### src/rtl/serial_adder.sv
// Bit-serial adder/subtractor: one full-adder slice and a carry flop, LSB first.
// Optional saturation on signed overflow when SERIAL_ADDER_SAT_EN is defined.
//
// state | meaning
// IDLE  | waiting for start
// SHIFT | one operand bit per cycle through the slice
// DONE  | one-cycle result-valid pulse; a new start is accepted here too
module serial_adder #(
  parameter int WIDTH = 8
) (
  input  logic             clk,
  input  logic             rst,
  input  logic             start,
  input  logic             sub,
  input  logic [WIDTH-1:0] a,
  input  logic [WIDTH-1:0] b,
  input  logic             cin,
  output logic             busy,
  output logic             done,
  output logic [WIDTH-1:0] sum,
  output logic             cout,
  output logic             overflow
);

  localparam int CW = $clog2(WIDTH);
  localparam logic [CW-1:0] LAST = CW'(WIDTH - 1);

  typedef enum logic [1:0] {
    IDLE  = 2'd0,
    SHIFT = 2'd1,
    DONE  = 2'd2
  } state_t;

  state_t           state_q, state_d;
  logic [WIDTH-1:0] a_q, a_d;
  logic [WIDTH-1:0] b_q, b_d;
  logic [WIDTH-1:0] res_q, res_d;
  logic [WIDTH-1:0] sum_q, sum_d;
  logic [CW-1:0]    cnt_q, cnt_d;
  logic             carry_q, carry_d;
  logic             busy_q, busy_d;
  logic             done_q, done_d;
  logic             cout_q, cout_d;
  logic             ovf_q, ovf_d;

  logic             slice_s;
  logic             slice_co;

  assign slice_s  = a_q[0] ^ b_q[0] ^ carry_q;
  assign slice_co = (a_q[0] & b_q[0]) | (carry_q & (a_q[0] ^ b_q[0]));

  always_comb begin
    state_d = state_q;
    a_d     = a_q;
    b_d     = b_q;
    res_d   = res_q;
    sum_d   = sum_q;
    cnt_d   = cnt_q;
    carry_d = carry_q;
    busy_d  = 1'b0;
    done_d  = 1'b0;
    cout_d  = cout_q;
    ovf_d   = ovf_q;

    case (state_q)
      IDLE, DONE: begin
        state_d = IDLE;
        if (start) begin
          a_d     = a;
          b_d     = sub ? ~b : b;
          carry_d = sub ? 1'b1 : cin;
          cnt_d   = '0;
          state_d = SHIFT;
          busy_d  = 1'b1;
        end
      end
      SHIFT: begin
        a_d     = {1'b0, a_q[WIDTH-1:1]};
        b_d     = {1'b0, b_q[WIDTH-1:1]};
        res_d   = {slice_s, res_q[WIDTH-1:1]};
        carry_d = slice_co;
        cnt_d   = cnt_q + 1'b1;
        if (cnt_q == LAST) begin
          // carry_q here is the carry into the MSB; a_q[0] is operand A's sign bit
          state_d = DONE;
          done_d  = 1'b1;
          sum_d   = {slice_s, res_q[WIDTH-1:1]};
          cout_d  = slice_co;
          ovf_d   = carry_q ^ slice_co;
`ifdef SERIAL_ADDER_SAT_EN
          if (carry_q ^ slice_co) begin
            sum_d = a_q[0] ? {1'b1, {(WIDTH-1){1'b0}}} : {1'b0, {(WIDTH-1){1'b1}}};
          end
`else
`endif
        end else begin
          busy_d = 1'b1;
        end
      end
      default: state_d = IDLE;
    endcase
  end

  always_ff @(posedge clk) begin
    if (rst) begin
      state_q <= IDLE;
      a_q     <= '0;
      b_q     <= '0;
      res_q   <= '0;
      sum_q   <= '0;
      cnt_q   <= '0;
      carry_q <= 1'b0;
      busy_q  <= 1'b0;
      done_q  <= 1'b0;
      cout_q  <= 1'b0;
      ovf_q   <= 1'b0;
    end else begin
      state_q <= state_d;
      a_q     <= a_d;
      b_q     <= b_d;
      res_q   <= res_d;
      sum_q   <= sum_d;
      cnt_q   <= cnt_d;
      carry_q <= carry_d;
      busy_q  <= busy_d;
      done_q  <= done_d;
      cout_q  <= cout_d;
      ovf_q   <= ovf_d;
    end
  end

  assign busy     = busy_q;
  assign done     = done_q;
  assign sum      = sum_q;
  assign cout     = cout_q;
  assign overflow = ovf_q;

endmodule

### config.mk
export PLATFORM = sky130hd
export DESIGN_NAME = serial_adder
export DESIGN_NICKNAME = d
export VERILOG_FILES = /design/src/rtl/serial_adder.sv
export SDC_FILE = /design/constraint.sdc
export NUM_CORES = 1
export LEC_CHECK = 0
export ABC_CLOCK_PERIOD_IN_PS = 4800
export CAP_MARGIN = 20
export CORE_MARGIN = 5
export CORE_UTILIZATION = 50
export CTS_CLUSTER_SIZE = 12
export DETAILED_ROUTE_END_ITERATION = 6
export PLACE_DENSITY = 0.83
export SLEW_MARGIN = 20
export SYNTH_ARGS = -nofsm -noshare
export SYNTH_HDL_FRONTEND = slang
export SYNTH_SLANG_ARGS = --single-unit
### constraint.sdc
create_clock -name clk -period 4.8 [get_ports clk]
set_clock_uncertainty 0.2 [all_clocks]
set_input_delay 0.48 -clock clk [delete_from_list [all_inputs] [get_ports clk]]
set_output_delay 0.48 -clock clk [all_outputs]
set_load 0.005 [all_outputs]
# After elaboration in Yosys (flattened, before gate mapping)
# Cells that the tools add are included.
[word_totals]
output_inout_bits = 12
input_bits = 21
wordCells = 48
register_bits = 42
[op_classes]
muxes = 17
reduce_logical = 6
n_addsub = 1
eq_ne = 5
n_bitwise = 8
[op_table]
columns = ["cell", "n"]
rows = [
  ["$pmux 8 s2", 2],
  ["$mux 8", 3],
  ["$not 8->8", 1],
  ["$mux 1", 6],
  ["$pmux 3 s2", 1],
  ["$ne 2x2->1 const B", 2],
  ["$pmux 1 s2", 2],
  ["$pmux 2 s2", 1],
  ["$reduce_and 2->1", 2],
  ["$reduce_or 2->1", 2],
  ["$add 3x1->3 const B", 1],
  ["$eq 3x3->1 const B", 1],
  ["$mux 3", 1],
  ["$xor 1x1->1", 3],
  ["$and 1x1->1", 2],
  ["$eq 2x1->1 const B", 1],
  ["$eq 2x2->1 const B", 1],
  ["$logic_not 2->1", 1],
  ["$mux 2", 1],
  ["$reduce_bool 2->1", 1],
  ["$not 1->1", 1],
  ["$or 1x1->1", 1],
]

# Depth between registers and ports, before layout
# Gate-level depths: netlist of run 1.
[logic_depth]
word_depth = 4
depth_mapped = 6

# Worst setup path before layout of run 1
# No wires, ideal clock.
[synth_timing]
path_type = "register to register"
start = "reg cnt_q[0]"
end = "reg cout_q, in the netlist cout"
path_buffers = 1
t_arrival_ps = 1235
path_stages_with_launch = 7
period_less_slack_ps = 1505
path_slack_ps = 3295
path_cell_list = "dfxtp_1 ha_1 ha_1 nand3b_1 clkbuf_1 nand2_1 a21oi_1"
[synth_via]
elab_chain_cells = 2
[synth_lines]
columns = ["element", "line_no", "text"]
rows = [
  ["start: declaration", "39", "logic [CW-1:0] cnt_q, cnt_d;"],
  ["start signal: assignment", "123", "cnt_q <= cnt_d;"],
  ["$eq 3x3->1", "83", "if (cnt_q == LAST) begin"],
  ["$reduce_and 2->1 (no line)", "n/a", ""],
  ["end signal: assignment", "127", "cout_q <= cout_d;"],
  ["end: declaration", "43", "logic cout_q, cout_d;"],
]
# No other way between the ends.
# A chain may end at the register's enable or synchronous reset.

# Final worst setup path of run 1
[layout_timing]
start = "reg ovf_q, in the netlist overflow"
end = "out overflow"
[layout_lines]
columns = ["element", "line_no", "text"]
rows = [
  ["start: declaration", "44", "logic ovf_q, ovf_d;"],
  ["start signal: assignment", "128", "ovf_q <= ovf_d;"],
  ["end: declaration", "22", "output logic overflow"],
]
# No word-level cell between the ends.

==> impl_results.md, run 1 <==
- Multi-input logic area: between 700 and 800 µm²
- VDD IR max: approximately 0.16 mV
- Setup TNS: 0 ns
- WL/cell: 12.1 µm
- Post-synthesis sequential area ratio: around half
- Residual DRC: 0
- Worst hold path class: reg -> reg
- Status: complete, no violations
- Mapped Avg Cell Area: 8.78 µm²
- Worst hold path endpoint: sum[0]$_SDFFE_PP0P_
- FF-to-FF setup slack: around 3.0 ns
- Startpoint types: flip-flop
- All-Layer GR Usage: 14.5%
- Worst EP required: 4.12 ns
- Fmax achieved: approximately 0.53 GHz
- H-tree Lvls: 2
- Post-CTS setup buffers: 0
- Cells after synthesis: 193
- Mapped cell area: approximately 0.0017 mm²
- Vias: about 1400
- Cts hold-fix bufs: 0
- Clk sink count: 41
- Final instance area: between 0.002 and 0.0025 mm²
- Slowest CP cell: clkdlybuf4s50_1
- Net count after synthesis: roughly 220
- First drt pass iteration count: 4
- #FFs+latches synth: between 40 and 50
- Max-cap violations: 0
- Die Height: 68.2 µm
- First-pass GRT wire length: 5030 µm
- GRT overflow: 0
- Fin crit share: between 30% and 40%
- # IOs: 33
- Crit path max-delay family: buffers and inverters
- Final core utilization: around 60%
- Register clock-pin slew on the reported worst setup and hold paths: 0.11 ns
- Final Wtd Congestion: between 0.6 and 0.7
- Crit path cell chain: clkdlybuf4s50_1
- Final net count: about 240
- Vias in the first global route: between 1000 and 1500
- Dominant synthesized flop cell: dfxtp_1
- RSZ-0062 raised after global routing: false
- Rows: 21
- CP arrival: 1.22 ns
- Fin cells: approximately 260
- Top post-synthesis cells by area: dfxtp_1 (48%), a21oi_1 (10%), nand2_1 (8.2%), nand3_1 (5.9%), a22oi_1 (4.9%)
- # fillers: between 300 and 400
- Die footprint: around 0.0047 mm²
- Hold Slack: between 0.2 and 0.3 ns
- Synth warnings: 0
- Number of I/O port buffers: 32
- Worst-margin pin slew: between 1 and 1.5 ns
- Crit path max fanout: 2
- 1st-iter DRT viols: 116
- WS Path Type: reg -> out
- Lkg Pwr: between 0.0007 and 0.0008 µW
- Min-delay src: res_q[1]$_SDFFE_PP0P_
- Post-CTS Resized: 0
- Final Max Tran Viols: 0
- Clock Tree Buf Depth: 2
- Clock period minus worst slack: between 1.5 and 2 ns
- Cts bufs inserted: 5
- Initial antenna violation count: 0
- Share of cells above drive strength 1: 6.02%
- Synth cell types: 25
- Critical Path End Type: primary output
- Synth async-reset ratio: 0%
- Dpl cells: about 250
- Crit-path max cell delay: 0.50 ns
- WP buf/inv: 1
- CTS root buf: clkbuf_4
- Core Area: about 0.0033 mm²
- Synth area leader: dfxtp_1
- Wirelength, routed: 3180 µm
- Reg-to-reg endpoint: carry_q$_SDFFE_PP0P_
- Initial Util: approximately 51%
- N_diodes: 0
- Pwr Density: around 310 mW/mm²
- Via-per-instance ratio: between 5 and 6
- Hold depth: 2
- Reg2reg start: state_q[1]$_SDFFE_PP0P_
- CTS tree: yes
- Top cell type's share of synthesized area: about 48%
- Cells on worst reg2reg path: 3
- Post-DP HPWL: a little over 2000 µm
- Layout area overhead: 19.9%
- Setup violators final: 0
- Worst rel slew slack: 32.1%
- Final hold violations: 0
- Worst path depth: 1
- Number of enable flip-flop cells after synthesis: 0
- Clk_lat worst skew: approximately 0.35 ns
- Routed Antenna Nets: 0
- Placed Area: slightly below 0.002 mm²
- Largest net degree at the start of global routing: 42
- Storage element area: 821 µm²
- Die width: just under 70 µm
==> worst max-delay path by stage <==
| stage | from | end | slack (ns) |
|---|---|---|---|
| floorplan | cnt_q[0]$_SDFFE_PP0P_ | cout$_SDFFE_PP0P_ | 3.30 |
| global placement | start | a_q[1]$_SDFFE_PP0P_ | 2.24 |
| detailed placement | start | a_q[0]$_SDFFE_PP0P_ | 2.60 |
| CTS | overflow$_SDFFE_PP0P_ | overflow | 2.89 |
| global route | state_q[1]$_SDFFE_PP0P_ | carry_q$_SDFFE_PP0P_ | 2.82 |
| finish | overflow$_SDFFE_PP0P_ | overflow | 2.90 |
==> power breakdown <==
part	internal (µW)	switching, µW
clock	84.9	108
combinational	35.8	41.2
sequential	354	9.04
==> flip-flops by register name, indices dropped and copies added (netlist names) <==
register  flops
sum           8
busy          1
cnt_q         3
state_q       2
cout          1
res_q         7
a_q           8
b_q           8
done          1
carry_q       1
overflow      1
==> routing by layer <==
layer	track usage (%)	vias up	routed length, µm
li1	-	701	-
met1	17.9	646	1400
met2	23.2	34	1580
met3	4.60	5	165
met4	5.96	0	31
met5	0	-	0
==> cells in the mapped netlist (all sizes together) (2+ instances only) <==
master  instances
a21oi          35
clkbuf          6
nand2          37
a22oi          14
dfxtp          41
xor2            8
ha              2
nand3          20
nand2b          3
buf            12
nor2            5
==> final cells by class <==
cell class / instances / share of cell area (%)
sequential: 41 / 40.4
multi-input combinational: 134 / 37.2
timing repair buffer: 33 / 16.1
clock buffer: 7 / 3.20
tap: 46 / 2.83
clock inverter: 1 / 0.246
==> metrics by stage <==
step / power, µW / setup slack (ns)
floorplan: 429 / 3.30
global placement: 446 / 2.24
detailed placement: 448 / 2.60
CTS: 637 / 2.89
global route: 662 / 2.82
finish: 634 / 2.90
==> cell families after synthesis <==
| kind of cell | after synthesis | share of synthesized area [%] |
|---|---|---|
| buffers and inverters | 18 | 7.16 |
| XOR/XNOR | 9 | 4.65 |
| AND/OR/NAND/NOR | 69 | 18.1 |
| flip-flops | 41 | 48.4 |
| AO/OA/AOI/OAI | 53 | 19.0 |
| adder cells (fa/ha/maj) | 3 | 2.66 |
==> cell usage in the layout (no fill, tap or decap) <==
master           instances
a211oi_1                 1
a21oi_1                 35
a22oi_1                 11
a22oi_2                  3
a31oi_1                  1
and2b_1                  1
and3b_1                  1
buf_4                    1
clkbuf_4                 5
clkbuf_8                 2
clkdlybuf4s50_1         32
clkinv_2                 1
dfxtp_1                 41
fa_1                     1
ha_1                     2
nand2_1                 37
nand2b_1                 3
nand3_1                 20
nand3b_1                 1
nor2_1                   5
nor2b_2                  1
o21a_1                   1
o21ai_1                  1
xnor2_1                  1
xor2_1                   8
(Power assumes the default switching activity.)
==> inputs of run 2 (changes only) <==
--- a/config.mk
+++ b/config.mk
@@ -5,13 +5,13 @@
 export SDC_FILE = /design/constraint.sdc
 export NUM_CORES = 1
 export LEC_CHECK = 0
-export ABC_CLOCK_PERIOD_IN_PS = 4800
+export ABC_CLOCK_PERIOD_IN_PS = 1700
 export CAP_MARGIN = 20
 export CORE_MARGIN = 5
-export CORE_UTILIZATION = 50
+export CORE_UTILIZATION = 45
 export CTS_CLUSTER_SIZE = 12
 export DETAILED_ROUTE_END_ITERATION = 6
-export PLACE_DENSITY = 0.83
+export PLACE_DENSITY = 0.79
 export SLEW_MARGIN = 20
 export SYNTH_ARGS = -nofsm -noshare
 export SYNTH_HDL_FRONTEND = slang
==> constraint.sdc (replaced) <==
create_clock -name clk -period 1.7 [get_ports clk]
set_clock_uncertainty 0.2 [all_clocks]
set_input_delay 0.17 -clock clk [delete_from_list [all_inputs] [get_ports clk]]
set_output_delay 0.17 -clock clk [all_outputs]
set_load 0.005 [all_outputs]
==> run 2 against run 1 <==
- sequential power rose to 2.8 times the previous value
- die area up 9.4%
- worst hold slack worse by 0.036 ns
- sequential cell count unchanged
- sequential share of layout area down 3.0 points
- via count up 2.8%
- first-iteration DRC count down 20%
- routed wire length up 7.6%
- clock power rose to 4.7 times the previous value
==> impl_results.md, run 2 (synthesis gave the netlist of run 1 again) <==
- Worst hold path class: in -> reg
- Setup TNS: 0 ns (unchanged)
- Initial Util: 46.3% (-4.9 points)
- WL/cell: 12.6 µm (+3.7%)
- Via-per-instance ratio: 5.24 (-0.97%)
- H-tree Lvls: 2 (unchanged)
- Largest net degree at the start of global routing: 42 (unchanged)
- Min-delay src: a[7]
- Worst EP required: 1.68 ns (-2.44 ns)
- Number of I/O port buffers: 32 (unchanged)
- WS Path Type: reg -> reg
- Clock Tree Buf Depth: 2 (unchanged)
- Final hold violations: 0 (unchanged)
- CTS root buf: clkbuf_8
- Commonest non-fill, non-tap cell in the layout: dfxtp_1
- Core Area: 0.00366 mm² (+11%)
- All-Layer GR Usage: 13.8% (-0.65 points)
- N_diodes: 0 (unchanged)
- VDD IR max: 0.566 mV (+250%)
- Vias in the first global route: 1292 (+11%)
- Most numerous cell on the critical path: ha_1
- Clk_lat worst skew: 0.29 ns (-0.06 ns)
- First drt pass iteration count: 4 (unchanged)
- Max-cap violations: 0 (unchanged)
- Slowest CP cell: dfxtp_1
- Final net count: 247 (+3.3%)
- Met2 GRT Util: 23.0% (-0.27 points)
- Commonest non-fill, non-tap cells in the layout: dfxtp_1 (41), nand2_1 (37), a21oi_1 (35)
- Crit path max-delay family: adder cells
- First-pass GRT wire length: 5630 µm (+12%)
- Crit-path max cell delay: 0.33 ns (-0.17 ns)
- Die footprint: 0.00509 mm² (+9.4%)
- CP arrival: 1.58 ns (+0.36 ns)
- Hold Slack: 0.224 ns (-0.0358 ns)
- Startpoint types: flip-flop
- Final Max Tran Viols: 0 (unchanged)
- Reg2reg start: cnt_q[0]$_SDFFE_PP0P_
- Worst rel slew slack: 79.6% (+47 points)
- Wirelength, routed: 3420 µm (+7.6%)
- RSZ-0062 raised after global routing: false
- Post-DP HPWL: 2160 µm (+6.0%)
- Crit path cell chain: ha_1, ha_1, and3b_2, buf_12, nand2_1, a21oi_1
- Clock period minus worst slack: 1.60 ns
- Die Height: 71.4 µm (+4.6%)
- 1st-iter DRT viols: 93 (-20%)
- Initial antenna violation count: 0 (unchanged)
- Critical Path End Type: flip-flop
- # IOs: 33 (unchanged)
- Layout area overhead: 29.5%
- Status: complete, no violations
- CTS tree: yes
- Routed Antenna Nets: 0 (unchanged)
- Worst hold path endpoint: a_q[7]$_SDFFE_PP0P_
- Most Crowded Layer GR: met2
- GRT overflow: 0 (unchanged)
- Hold depth: 3 (+1)
- Reg-to-reg endpoint: sum[4]$_SDFFE_PP0P_
- Cells on worst reg2reg path: 6 (+3)
- Clk sink count: 41 (unchanged)
- Setup violators final: 0 (unchanged)
- Worst-margin pin slew: 0.307 ns (-0.712 ns)
- Lkg Pwr: 0.000778 µW (+11%)
- Met1 usage: 16.3% (-1.6 points)
- Die width: 71.4 µm (+4.6%)
- Register clock-pin slew on the reported worst setup and hold paths: 0.08 ns (-0.03 ns)
- Final Wtd Congestion: 0.738 (+5.9%)
- Met3 Track Usage GR: 4.49% (-0.11 points)
- Share of cells above drive strength 1: 9.38% (+3.4 points)
- WP buf/inv: 1 (unchanged)
- # fillers: 314 (+4.3%)
- Residual DRC: 0 (unchanged)
- Fmax achieved: around 0.63 GHz
- Fin crit share: a little over nine tenths
- Rows: 22 (+4.8%)
- FF-to-FF setup slack: 0.10 ns (-2.90 ns)
- Pwr Density: 994 mW/mm² (+220%)
- Cts bufs inserted: 5 (unchanged)
- Vias: 1425 (+2.8%)
- Crit path max fanout: 7 (+5)
run 2: changes by cell type in the layout (fill, tap and decap cells not counted), moves of 2 or more:
| cell | previous run | this run |
|---|---|---|
| bufinv_16 | 0 | 2 |
| clkbuf_8 | 2 | 5 |
| clkbuf_4 | 5 | 0 |
| buf_12 | 0 | 3 |
| buf_4 | 1 | 6 |
run 2: cell type report:
cell class / count / area [µm²] / area share (%)
clock buffers: 5 / 68.8 / 3.14
clock inverters: 3 / 65.1 / 2.97
multi-input cells: 134 / 753 / 34.3
flip-flops and latches: 41 / 821 / 37.4
well taps: 48 / 60.1 / 2.74
repair buffers: 41 / 425 / 19.4
run 2: worst max path at each step:
stage	start	end	slack, ns	depth (start not counted)
floorplan	cnt_q[0]$_SDFFE_PP0P_	cout$_SDFFE_PP0P_	0.20	6
global placement	cnt_q[0]$_SDFFE_PP0P_	overflow$_SDFFE_PP0P_	0.15	5
detailed placement	cnt_q[0]$_SDFFE_PP0P_	overflow$_SDFFE_PP0P_	0.05	5
CTS	cnt_q[0]$_SDFFE_PP0P_	overflow$_SDFFE_PP0P_	0.04	5
global route	cnt_q[0]$_SDFFE_PP0P_	overflow$_SDFFE_PP0P_	0.02	5
finish	cnt_q[0]$_SDFFE_PP0P_	sum[4]$_SDFFE_PP0P_	0.10	6
run 2: timing repair:
action / CTS / global route
setup endpoints to repair: 0 / 9
gates resized for setup: 0 / 1
buffers inserted: 0 / 1
hold buffers: 0 / 0
run 2: per-stage QoR:
step	worst slack [ns]	cells	total power (µW)	area, µm²	utilization, %
floorplan	0.195	193	1210	1690	-
global placement	0.146	263	1280	2040	55.7
detailed placement	0.0499	263	1290	2040	55.7
CTS	0.0432	271	2190	2170	59.3
global route	0.0239	272	2270	2190	59.9
finish	0.104	272	2180	2190	59.9
run 2: worst reg2reg max path, cell delays in order, from the launching register on:
cell	delay, ns
dfxtp_1	0.33
ha_1	0.22
ha_1	0.21
and3b_2	0.27
buf_12	0.15
nand2_1	0.06
a21oi_1	0.05
run 2: routing by layer:
metal  up-vias  routed length (µm)
li1        723                   -
met1       669                1440
met2        26                1750
met3         7                 153
met4         0                  71
met5         -                   0
run 2: where the power goes:
part	total (µW)	internal, µW	switching (µW)	leakage, µW
sequential	1020	1000	24.7	0.000334
combinational	241	118	123	0.000376
clock	914	583	331	0.0000681
total	2180	1700	479	0.000778
